File: config.mk
export PLATFORM = sky130hd
export DESIGN_NAME = uart_tx_serializer
export DESIGN_NICKNAME = d
export VERILOG_FILES = /design/src/rtl/uart_tx_serializer.sv
export SDC_FILE = /design/constraint.sdc
export NUM_CORES = 1
export LEC_CHECK = 0
export ABC_CLOCK_PERIOD_IN_PS = 3850
export CAP_MARGIN = 0
export CORE_MARGIN = 2
export CORE_UTILIZATION = 53
export DETAILED_ROUTE_END_ITERATION = 8
export PLACE_DENSITY = 0.76
export SKIP_CTS_REPAIR_TIMING = 1
export SLEW_MARGIN = 20
export SYNTH_ARGS = -nofsm -noshare
export SYNTH_HDL_FRONTEND = slang
export SYNTH_SLANG_ARGS = --single-unit
File: constraint.sdc
create_clock -name clk -period 3.85 [get_ports clk]
set_input_delay 1.155 -clock clk [delete_from_list [all_inputs] [get_ports clk]]
set_output_delay 1.155 -clock clk [all_outputs]
set_load 0.02 [all_outputs]
File: src/rtl/uart_tx_serializer.sv
// UART transmit engine: valid/ready front end into a small FIFO, then a framing FSM
// with runtime character length, parity, stop bits and baud divisor.
module uart_tx_serializer #(
    parameter int DATA_WIDTH = 8,
    parameter int FIFO_DEPTH = 4,
    parameter int DIV_WIDTH  = 16
) (
    input  logic                               clk,
    input  logic                               reset_n,
    input  logic [DATA_WIDTH-1:0]              tx_data,
    input  logic                               tx_valid,
    output logic                               tx_ready,
    input  logic [DIV_WIDTH-1:0]               baud_div,
    input  logic [3:0]                         char_len,
    input  logic [1:0]                         parity_mode,
    input  logic                               stop_bits,
    output logic                               tx,
    output logic                               busy,
    output logic [$clog2(FIFO_DEPTH+1)-1:0]    fifo_count,
    output logic                               frame_done
);

    localparam int         PW      = $clog2(FIFO_DEPTH);
    localparam int         CW      = $clog2(FIFO_DEPTH + 1);
    localparam logic [3:0] MIN_LEN = 4'd5;
    localparam logic [3:0] MAX_LEN = 4'(DATA_WIDTH);

    typedef enum logic [2:0] {IDLE, START, DATA, PARITY, STOP} state_t;

    state_t                 state;
    logic [DATA_WIDTH-1:0]  mem [FIFO_DEPTH];
    logic [PW-1:0]          wr_ptr, rd_ptr;
    logic                   push, pop;
    logic [DATA_WIDTH-1:0]  shift;
    logic [DIV_WIDTH-1:0]   baud_cnt, b_lat, b_eff;
    logic [3:0]             bit_cnt, len_lat, len_eff;
    logic                   par_en, par_bit, stop2, head_par;
    logic                   wrap, last_stop, enter_stop, last_clk, pre_last;

    assign tx_ready = (fifo_count < CW'(FIFO_DEPTH));
    assign push     = tx_valid && tx_ready;
    assign pop      = (fifo_count != '0) && ((state == IDLE) || last_clk);

    // NOTE: every variable driven here gets a value on every path, so no latch is inferred.
    always_comb begin
        b_eff = (baud_div == '0) ? DIV_WIDTH'(1) : baud_div;
        if (char_len < MIN_LEN)      len_eff = MIN_LEN;
        else if (char_len > MAX_LEN) len_eff = MAX_LEN;
        else                         len_eff = char_len;
        head_par = 1'b0;
        for (int i = 0; i < DATA_WIDTH; i++)
            if (4'(i) < len_eff) head_par = head_par ^ mem[rd_ptr][i];
        if (parity_mode == 2'b10) head_par = ~head_par;
    end

    assign wrap       = (baud_cnt == b_lat - DIV_WIDTH'(1));
    assign last_stop  = (bit_cnt == {3'b000, stop2});
    assign last_clk   = (state == STOP) && wrap && last_stop;
    assign enter_stop = wrap && ((state == PARITY) ||
                        ((state == DATA) && (bit_cnt == len_lat - 4'd1) && !par_en));
    // frame_done is registered, so it is raised one clock ahead of the last STOP clock.
    assign pre_last   = ((state == STOP) && !wrap && last_stop && (baud_cnt == b_lat - DIV_WIDTH'(2)))
                     || ((state == STOP) && wrap && !last_stop && (b_lat == DIV_WIDTH'(1)))
                     || (enter_stop && !stop2 && (b_lat == DIV_WIDTH'(1)));

    // NOTE: the storage array carries no reset; validity is defined by the pointers and count.
    always_ff @(posedge clk) begin
        if (push) mem[wr_ptr] <= tx_data;
    end

    always_ff @(posedge clk or negedge reset_n) begin
        if (!reset_n) begin
            wr_ptr     <= '0;
            rd_ptr     <= '0;
            fifo_count <= '0;
        end else begin
            if (push) wr_ptr <= wr_ptr + PW'(1);
            if (pop)  rd_ptr <= rd_ptr + PW'(1);
            case ({push, pop})
                2'b10:   fifo_count <= fifo_count + CW'(1);
                2'b01:   fifo_count <= fifo_count - CW'(1);
                default: fifo_count <= fifo_count;
            endcase
        end
    end

    always_ff @(posedge clk or negedge reset_n) begin
        if (!reset_n) begin
            state      <= IDLE;
            tx         <= 1'b1;
            busy       <= 1'b0;
            frame_done <= 1'b0;
            shift      <= '0;
            baud_cnt   <= '0;
            bit_cnt    <= '0;
            b_lat      <= DIV_WIDTH'(1);
            len_lat    <= MIN_LEN;
            par_en     <= 1'b0;
            par_bit    <= 1'b0;
            stop2      <= 1'b0;
        end else begin
            frame_done <= pre_last;
            baud_cnt   <= wrap ? '0 : baud_cnt + DIV_WIDTH'(1);
            case (state)
                IDLE: begin
                    tx       <= 1'b1;
                    busy     <= 1'b0;
                    baud_cnt <= '0;
                end
                START: if (wrap) begin
                    state <= DATA;
                    tx    <= shift[0];
                end
                DATA: if (wrap) begin
                    if (bit_cnt == len_lat - 4'd1) begin
                        bit_cnt <= '0;
                        state   <= par_en ? PARITY : STOP;
                        tx      <= par_en ? par_bit : 1'b1;
                    end else begin
                        bit_cnt <= bit_cnt + 4'd1;
                        shift   <= shift >> 1;
                        tx      <= shift[1];
                    end
                end
                PARITY: if (wrap) begin
                    state <= STOP;
                    tx    <= 1'b1;
                end
                STOP: if (wrap) begin
                    if (last_stop) begin
                        state <= IDLE;
                        busy  <= 1'b0;
                    end else begin
                        bit_cnt <= bit_cnt + 4'd1;
                    end
                end
                default: state <= IDLE;
            endcase
            // NOTE: non-blocking assignments below win over those above in the same edge,
            // so a pop from IDLE or the last STOP clock overrides the case defaults.
            if (pop) begin
                state    <= START;
                tx       <= 1'b0;
                busy     <= 1'b1;
                shift    <= mem[rd_ptr];
                baud_cnt <= '0;
                bit_cnt  <= '0;
                b_lat    <= b_eff;
                len_lat  <= len_eff;
                par_en   <= (parity_mode == 2'b01) || (parity_mode == 2'b10);
                par_bit  <= head_par;
                stop2    <= stop_bits;
            end
        end
    end

endmodule

==> results.ini <==
[sta]
slew_headroom_pct = 40.2
tns_ns = 0
rsz0062_at_grt = no
slew_viol_final = 0
finalClockSkew_ns = 0.0114
hold_viol = 0
setup_viol = 0
tightest_slew_ns = 0.874
fin_crit_sh_pct = 93.6
timing.fmax_ghz = 0.278
fin_crit_ns = 3.60

[place]
port_buffers = 40
place_hpwl_um = 8820
dpl_cell_area_um2 = 6040
gp_congestion = 0.948
dpl.cell_count = 664

[setup_path]
slowest_stage = a221o_2
path_max_fanout = 5
crit_buf_inv = 3
cp-end-kind = flip-flop
crit_chain = inv_1, ha_4, nor3b_4, nand3_2, or3b_1, a31o_1, a221o_2, nor3_2, o21ai_1, inv_1, ha_1, inv_1, fa_1, xor2_1, nor2_1, xnor2_1
cpLargestDelayFamily = simple AND/OR/NAND/NOR gates
critical_path_arrival_ns = 3.90
path_common_cell = inv_1
cp.required_ns = 4.15
critical_path_class = reg2reg
critPathMaxStageDelay_ns = 0.41
start_kind = flip-flop

[routing]
viasPerCell = 5.77
drc_errors = 0
routed_wl_um = 11900
ant_nets = 0
vias = 3926
wl_per_cell_um = 17.5
initialDrtViolationCount = 247
dr.pass1.iters = 5

[cells_and_area]
nFillCells = 828
fin_area_um2 = 6290
layout_common_cells = 60 x dfrtp_1, 44 x nor2_1, 39 x clkdlybuf4s50_1, 36 x mux2_2, 32 x edfxtp_1
n_antenna_cell = 0
drive_gt1_share_pct = 17.6
synthToLayoutAreaGrowth_pct = 14.8
nets = 587
fin_cells = 681
final_common_cell = dfrtp_1

[power_and_ir_drop]
irDropWorstVdd_v = 0.000458
power_density_nw_per_um2 = 692
power_leakage_nw = 2.44

[global_routing]
grt_start_max_net_pins = 65
grt_usage_pct = 22.7
grt_overflow = 0
grt_pass1_vias = 3981
antenna_found_initial = 0
grt_pass1_wl_um = 19900

[status]
status = complete, no violations

[synthesis]
yosys.cell_types.count = 63
synth_top_area_share_pct = 27.4
synth_area_leaders = dfrtp_1 27%, edfxtp_1 18%, mux2_2 7.4%
yosysWarnings = 0
ys_ff_latch = 96
synth_fp_nets = 546
synthFlopType = dfrtp_1
synth_edf_count = 32
synth_async_sr_flop_share_pct = 66.7
synthCells = 499
syn-cell-area_um2 = 5480
synth-seq-area-share_pct = 46.9
avgSynthCellArea_um2 = 11.0
synth_largest_area_cell = dfrtp_1

[die]
rows = 37
die_h_um = 106
fp.dieW_um = 106
die_area_um2 = 11200
start_util_pct = 53.8
num_io_pins = 41
fp.coreArea_um2 = 10200

[clocking]
cts_tree = yes
numClockSinks = 96
cts_buffers = 9
cts.reportedPaths.clkPinSlew_ns = 0.11
h-tree-depth = 3
cts_buffer_depth = 2
root_buffer = clkbuf_8
worst_skew_pair.late_latency_ns = 0.37

[flow_run]
cap_viol_max_count = 0

[worst_hold_path]
holdCritPathClass = reg2reg

final timing paths:
path | cells after the start | start | endpoint | slack, ns
max in group asynchronous | 2 | reset_n | rd_ptr[0] | 2.36
worst min register to register | 2 | len_lat[2] | len_lat[2] | 0.49
min in group asynchronous | 2 | reset_n | b_lat[9] | 0.94
worst max register to register | 16 | b_lat[1] | fifo_count[2] | 0.25
worst max-delay path | 16 | b_lat[1] | fifo_count[2] | 0.25
worst min-delay path | 2 | len_lat[2] | len_lat[2] | 0.49
logic make-up (layout without fill, tap and decap cells):
kind of cell | Yosys count | in the layout | share of synthesized area (%)
XOR/XNOR | 56 | 56 | 8.95
multiplexers | 51 | 51 | 12.0
adder cells (fa/ha/maj) | 13 | 13 | 3.11
AND/OR/NAND/NOR | 170 | 170 | 17.4
buffers and inverters | 49 | 95 | 3.88
flip-flops | 96 | 96 | 46.9
AO/OA/AOI/OAI | 64 | 64 | 7.86
power by group:
group          leakage [nW]  total [mW]  switching [mW]  internal (mW)
registers              1.08        1.73           0.360           1.37
logic                  1.25        1.91           0.952          0.955
clock network         0.110       0.716           0.396          0.320
synth_stat cells, drive strengths merged, types with 2 or more instances:
cell type / instances
nand4: 8
o31a: 2
and3: 6
nand2b: 7
mux2: 36
nor4: 11
o32ai: 2
xor2: 29
mux4: 8
dfstp: 4
inv: 23
a21oi: 10
xnor2: 27
nor3b: 3
o211ai: 3
nand2: 26
mux2i: 7
buf: 9
nand3b: 5
a41oi: 2
a2111oi: 2
nand4b: 2
a31oi: 2
or3b: 3
nor3: 13
or2: 2
a31o: 2
or4: 5
dfrtp: 60
nor2: 44
a21o: 2
o21ai: 19
a22oi: 4
a211oi: 4
clkbuf: 17
ha: 12
o31ai: 4
edfxtp: 32
nand3: 16
nor2b: 10
and2: 5
sequential cells by signal, indices dropped and copies added, names as in the netlist, 2 cells and up:
register    flops
bit_cnt         4
state           3
shift           8
wr_ptr          2
fifo_count      3
rd_ptr          2
mem            32
b_lat          16
baud_cnt       16
len_lat         4
stage by stage:
step	utilization [%]	setup slack, ns	hold slack (ns)	total power [mW]
after floorplan	-	0.0385	0.458	3.05
after global placement	59.3	0.152	0.463	3.53
after detailed placement	59.3	0.103	0.481	3.59
after CTS	61.4	0.0679	0.497	4.32
after global routing	61.8	0.0112	0.520	4.65
final	61.8	0.247	0.494	4.35
tightest hold or removal path, stage by stage (launching register included):
cell and delay [ns]:
dfstp_2 0.40, inv_1 0.04, mux2i_1 0.06
per-layer routing:
metal	vias to the layer above	part of all wire [%]	track usage [%]
met2	107	46	34.8
met4	0	1.8	7.99
met1	1916	46	32.2
li1	1880	-	-
met3	23	6.1	4.51
met5	-	0	0
layout make-up:
cell class                 instances  area [um^2]  area share, %
timing repair buffer              56          515           8.20
tap                              136          170           2.71
multi-input combinational        354         2740           43.5
sequential                        96         2570           40.8
inverter                          23         86.3           1.37
clock buffer                       9          124           1.97
clock inverter                     7         90.1           1.43
No activity file was read; power rests on OpenSTA's default activity.
==> patch 1 (config.mk and constraints unchanged) <==
The parameter `FIFO_DEPTH` goes from 4 to 8.
--- a/src/rtl/uart_tx_serializer.sv
+++ b/src/rtl/uart_tx_serializer.sv
@@ -2,7 +2,7 @@
 // with runtime character length, parity, stop bits and baud divisor.
 module uart_tx_serializer #(
     parameter int DATA_WIDTH = 8,
-    parameter int FIFO_DEPTH = 4,
+    parameter int FIFO_DEPTH = 8,
     parameter int DIV_WIDTH  = 16
 ) (
     input  logic                               clk,
Ports: changed (resized fifo_count); port bits go from 41 to 42. No check against the original RTL was run, so the function may have changed too.
==> patch 1 against the unedited design <==
Power shrank 1.8%. Cell area up 32%. Final cell count up 20%. Area after synthesis increased by 27%. Wire length grew 29%. Setup slack worse by 0.045 ns. Global-route usage is 0.97 points higher. Clock skew is 0.0038 ns lower. Sequential cell count increased by 35.
==> patch 1: results (changes against the unedited design) <==
power:
  vdd_ir_drop_max_uv: 386.4  # -16%
  switching_share_pct: 26.88  # -12 points
  leakage_nw: 3.370  # +38%
run_status:
  outcome: "finished, final reports clean"
drt:
  wl_met2_um: 7673  # +40%
  drt-vias-per-instance: 5.927  # +2.8%
  wl_per_cell_um: 18.72  # +7.1%
  drt-met1-wl_um: 6593  # +20%
  drtIter0Drc: 360  # +46%
  wl_met3_um: 769  # +5.1%
  first_pass_iters: 4  # -1
  maxUsedRoutingLayer: "met4"
layout:
  reg.largest.list: "mem x64, b_lat x16, baud_cnt x16"
  diodes: 0  # unchanged
  fillCellCount: 984  # +19%
  nets: 681  # +16%
  drive_gt1_share_pct: 17.13  # -0.49 points
setup_path:
  arrival_ns: 3.99  # +0.09 ns
  max_stage_delay_ns: 0.49  # +0.08 ns
  crit_slowest_cell: "or4_4"
  crit_fanout: 6  # +1
  crit_family: "simple AND/OR/NAND/NOR gates"
cts:
  clockBufferDepth: 2  # unchanged
  clkLatencyLatePin_ns: 0.42  # +0.05 ns
  root_buffer: "clkbuf_16"
  cts_max_level: 4  # +1
  cts-buffers-inserted: 17  # +8
  path_clk_slew_ns: 0.06  # -0.05 ns
yosys:
  synth-async-reset-ratio_pct: 51.15  # -16 points
  synthTopCellsByArea: "edfxtp_1, dfrtp_1, mux2i_1, xnor2_1, xor2_1"
  synth_edf_count: 64  # +100%
  synth_nets: 625  # +14%
  ys_warn_count: 0  # unchanged
  synthTopCellsByCount: "edfxtp_1, dfrtp_1, nor2_1"
  seq_area_frac_synth_pct: 51.68  # +4.8 points
  synth_cell_type_count: 73  # +16%
global_route:
  grt_pass1_wl_um: 25840  # +30%
  track_usage_pct: 23.65  # +0.97 points
  grt_use_met1_pct: 30.54  # -1.7 points
  use_met2_pct: 38.58  # +3.8 points
  grt_max_degree: 35  # -46%
  grt_pass1_vias: 5031  # +26%
  use_met3_pct: 5.164  # +0.65 points
  antenna_found_initial: 0  # unchanged
timing:
  slew_headroom_pct: 46.42  # +6.2 points
  fin_worst_skew_ns: 0.007561  # -0.003832 ns
placement:
  dp_slack_ns: 0.08620  # -0.01678 ns
  routabilityCongestion: 0.8897  # -6.1%
  hpwlAfterDp_um: 10990  # +25%
  io_buffers: 41  # +2.5%
  place_area_um2: 7657  # +27%
hold_path:
  hold_path.class: "reg2reg"
flow_run:
  max_cap_violations: 0  # unchanged
patch 1: metrics by stage:
stage | instances | TNS [ns] | utilization, %
floorplan | 579 | -0.03599 | -
global placement | 788 | 0 | 60.19
detailed placement | 788 | 0 | 60.19
CTS | 820 | 0 | 65.12
global route | 820 | 0 | 65.19
finish | 820 | 0 | 65.19
patch 1: cells by family (layout without fill, tap and decap cells):
logic type               after synthesis  count (layout)  synth area share, %
buffers and inverters                 44             113                3.158
AO/OA/AOI/OAI                         80              80                7.537
adder cells (fa/ha/maj)               12              12                2.153
multiplexers                          58              58                11.41
flip-flops                           131             131                51.68
XOR/XNOR                              63              63                8.505
AND/OR/NAND/NOR                      191             191                15.56
patch 1: path summary, 6_finish.rpt:
kind	start	endpoint	slack, ns	cells after the start
worst min-delay path	len_lat[2]	len_lat[2]	0.49	2
worst max register to register	b_lat[1]	fifo_count[2]	0.20	16
worst min register to register	len_lat[2]	len_lat[2]	0.49	2
worst max-delay path	b_lat[1]	fifo_count[2]	0.20	16
max in group asynchronous	reset_n	len_lat[0]	2.22	2
min in group asynchronous	reset_n	b_lat[12]	0.83	1
patch 1: power groups by stage:
stage / Clock [W] / Sequential (W) / Combinational (W)
after floorplan: 0 / 0.00179 / 0.000528
after global placement: 0 / 0.00184 / 0.000720
after detailed placement: 0 / 0.00185 / 0.000742
after CTS: 0.00172 / 0.00182 / 0.000747
after global routing: 0.00180 / 0.00185 / 0.000814
final: 0.00171 / 0.00182 / 0.000741
patch 1: area by class of cell:
type / instances / area, µm² / share of cell area, %
clock buffer: 20 / 446.7 / 5.385
clock inverter: 12 / 180.2 / 2.172
inverter: 16 / 72.57 / 0.8749
tap: 172 / 215.2 / 2.595
timing repair buffer: 65 / 585.6 / 7.060
sequential: 131 / 3603 / 43.45
multi-input combinational: 404 / 3191 / 38.47
==> patch 2 (config.mk and constraints unchanged) <==
Without the edit above. Reset style: synchronous (`reset_n`), changed in 2 clocked blocks.
--- a/src/rtl/uart_tx_serializer.sv
+++ b/src/rtl/uart_tx_serializer.sv
@@ -68,7 +68,7 @@
         if (push) mem[wr_ptr] <= tx_data;
     end
 
-    always_ff @(posedge clk or negedge reset_n) begin
+    always_ff @(posedge clk) begin
         if (!reset_n) begin
             wr_ptr     <= '0;
             rd_ptr     <= '0;
@@ -84,7 +84,7 @@
         end
     end
 
-    always_ff @(posedge clk or negedge reset_n) begin
+    always_ff @(posedge clk) begin
         if (!reset_n) begin
             state      <= IDLE;
             tx         <= 1'b1;
Check against the original RTL: differs if reset_n is asserted again (counterexample within 4 cycles, from zero or initial values and one cycle with reset_n low); with reset_n held inactive, the same outputs for 10 cycles.
==> patch 2 against the unedited design <==
Area after synthesis down 2.6%. Cell area down 0.84%. Setup slack lost 0.089 ns. Synthesized cell count grew 11%. Sequential cell count grew 2. Global-route usage grew 1.6 points. Critical path depth decreased by 1. Wire length grew 9.0%. Power rose by 7.6%. Final cell count up 9.0%. Critical path type unchanged.
==> patch 2: results (changes against the unedited design) <==
run_status:
  outcome: "finished, final reports clean"
layout:
  reg.largest.list: "mem x32, b_lat x16, baud_cnt x16"
  stdcell_count: 742  # +9.0%
  nets: 651  # +11%
  drive_gt1_share_pct: 12.48  # -5.1 points
  diodes: 0  # unchanged
  fillCellCount: 825  # -0.36%
hold_path:
  hold_start: "busy"
  hold_path.class: "reg2reg"
  hold_path_end: "busy"
setup_path:
  crit_fanout: 7  # +2
  crit_slowest_cell: "nor4_4"
  r2r_start: "b_lat[2]"
  rr_endpoint: "fifo_count[2]"
  rrSetupSlack_ns: 0.16  # -0.09 ns
  max_stage_delay_ns: 0.50  # +0.09 ns
  reg2reg_depth: 15  # -1
global_route:
  grt_pass1_vias: 4282  # +7.6%
  use_met3_pct: 4.887  # +0.37 points
  use_met2_pct: 41.60  # +6.8 points
  antenna_found_initial: 0  # unchanged
  grt_max_degree: 30  # -54%
  track_usage_pct: 24.29  # +1.6 points
  grt_use_met1_pct: 30.15  # -2.1 points
  grt_pass1_wl_um: 21090  # +5.9%
power:
  clkPwrFrac_pct: 14.6  # -1.9 points
  vdd_ir_drop_max_uv: 351.3  # -23%
  switching_share_pct: 42.66  # +3.4 points
  p_comb_w: 0.00251  # +31%
  leakage_nw: 2.234  # -8.4%
yosys:
  synthTopCellsByCount: "dfxtp_1, nor2_1, xnor2_1"
  syn_area_per_cell_um2: 9.650  # -12%
  synth-async-reset-ratio_pct: 0  # -67 points
  synthTopCellsByArea: "dfxtp_1, edfxtp_1, xnor2_1, xor2_1, mux4_2"
  seq_area_frac_synth_pct: 42.77  # -4.1 points
  ys_warn_count: 0  # unchanged
  synth_edf_count: 32  # unchanged
  synth_cell_type_count: 64  # +1.6%
  synth_ff_type: "dfxtp_1"
  synth_nets: 600  # +9.9%
placement:
  routabilityCongestion: 0.9277  # -2.1%
  hpwlAfterDp_um: 9686  # +9.8%
  dpl.cell_count: 724  # +9.0%
  io_buffers: 40  # unchanged
cts:
  cts_max_level: 3  # unchanged
  clkLatencyLatePin_ns: 0.38
  clockBufferDepth: 2  # unchanged
  cts-buffers-inserted: 9  # unchanged
drt:
  drt-total-wl_um: 12990  # +9.0%
  drtIter0Drc: 288  # +17%
  drt-met1-wl_um: 5397  # -1.9%
  drt-vias-per-instance: 5.796  # +0.55%
  wl_met2_um: 6581  # +20%
  wl_met3_um: 636  # -13%
  first_pass_iters: 5  # unchanged
timing:
  fin_worst_skew_ns: 0.01374  # +0.002343 ns
  slew_headroom_pct: 46.51  # +6.3 points
-- patch 2: cell count changes in the layout (fill, tap and decap cells not counted), moves of 15 or more --
cell     before  now
a21oi_1       9   33
buf_4        16   31
dfrtp_1      60    0
dfxtp_1       0   65
mux2_2       36    1
xnor2_1      27   46
-- patch 2: worst max-delay path by stage --
stage | start | end | slack, ns | cells after the start
6_report | b_lat[2] | fifo_count[2] | 0.16 | 15
5_1_grt | b_lat[2] | fifo_count[2] | -0.06 | 15
4_1_cts | b_lat[1] | fifo_count[2] | -0.01 | 16
3_5_place_dp | b_lat[1] | fifo_count[2] | 0.03 | 16
3_3_place_gp | b_lat[1] | fifo_count[2] | 0.19 | 16
2_1_floorplan | b_lat[0] | fifo_count[2] | 0.01 | 18
-- patch 2: logic make-up after synthesis --
logic type               share of synthesized area, %
XOR/XNOR                                        11.00
AND/OR/NAND/NOR                                 18.87
buffers and inverters                           4.689
adder cells (fa/ha/maj)                         3.189
flip-flops                                      42.77
multiplexers                                    4.338
AO/OA/AOI/OAI                                   15.15
-- patch 2: layout make-up --
cell class | count | share of cell area, %
multi-input cells | 395 | 45.70
flip-flops and latches | 98 | 36.61
repair buffers | 71 | 10.15
well taps | 133 | 2.668
clock buffers | 10 | 2.046
inverters | 29 | 1.745
clock inverters | 6 | 1.083
-- patch 2: metrics by stage --
stage          total power (W)  hold slack (ns)  worst slack [ns]  instance area [µm²]  util, %
6_report              0.004682           0.4974            0.1578                 6237    63.81
5_1_grt               0.004983           0.5316          -0.06283                 6237    63.81
4_1_cts               0.004589           0.4979          -0.01368                 6182    63.25
3_5_place_dp          0.003903           0.4835           0.02729                 5987    61.25
3_3_place_gp          0.003856           0.4636            0.1878                 5987    61.25
2_1_floorplan         0.003238           0.4489           0.01082                 5338        -
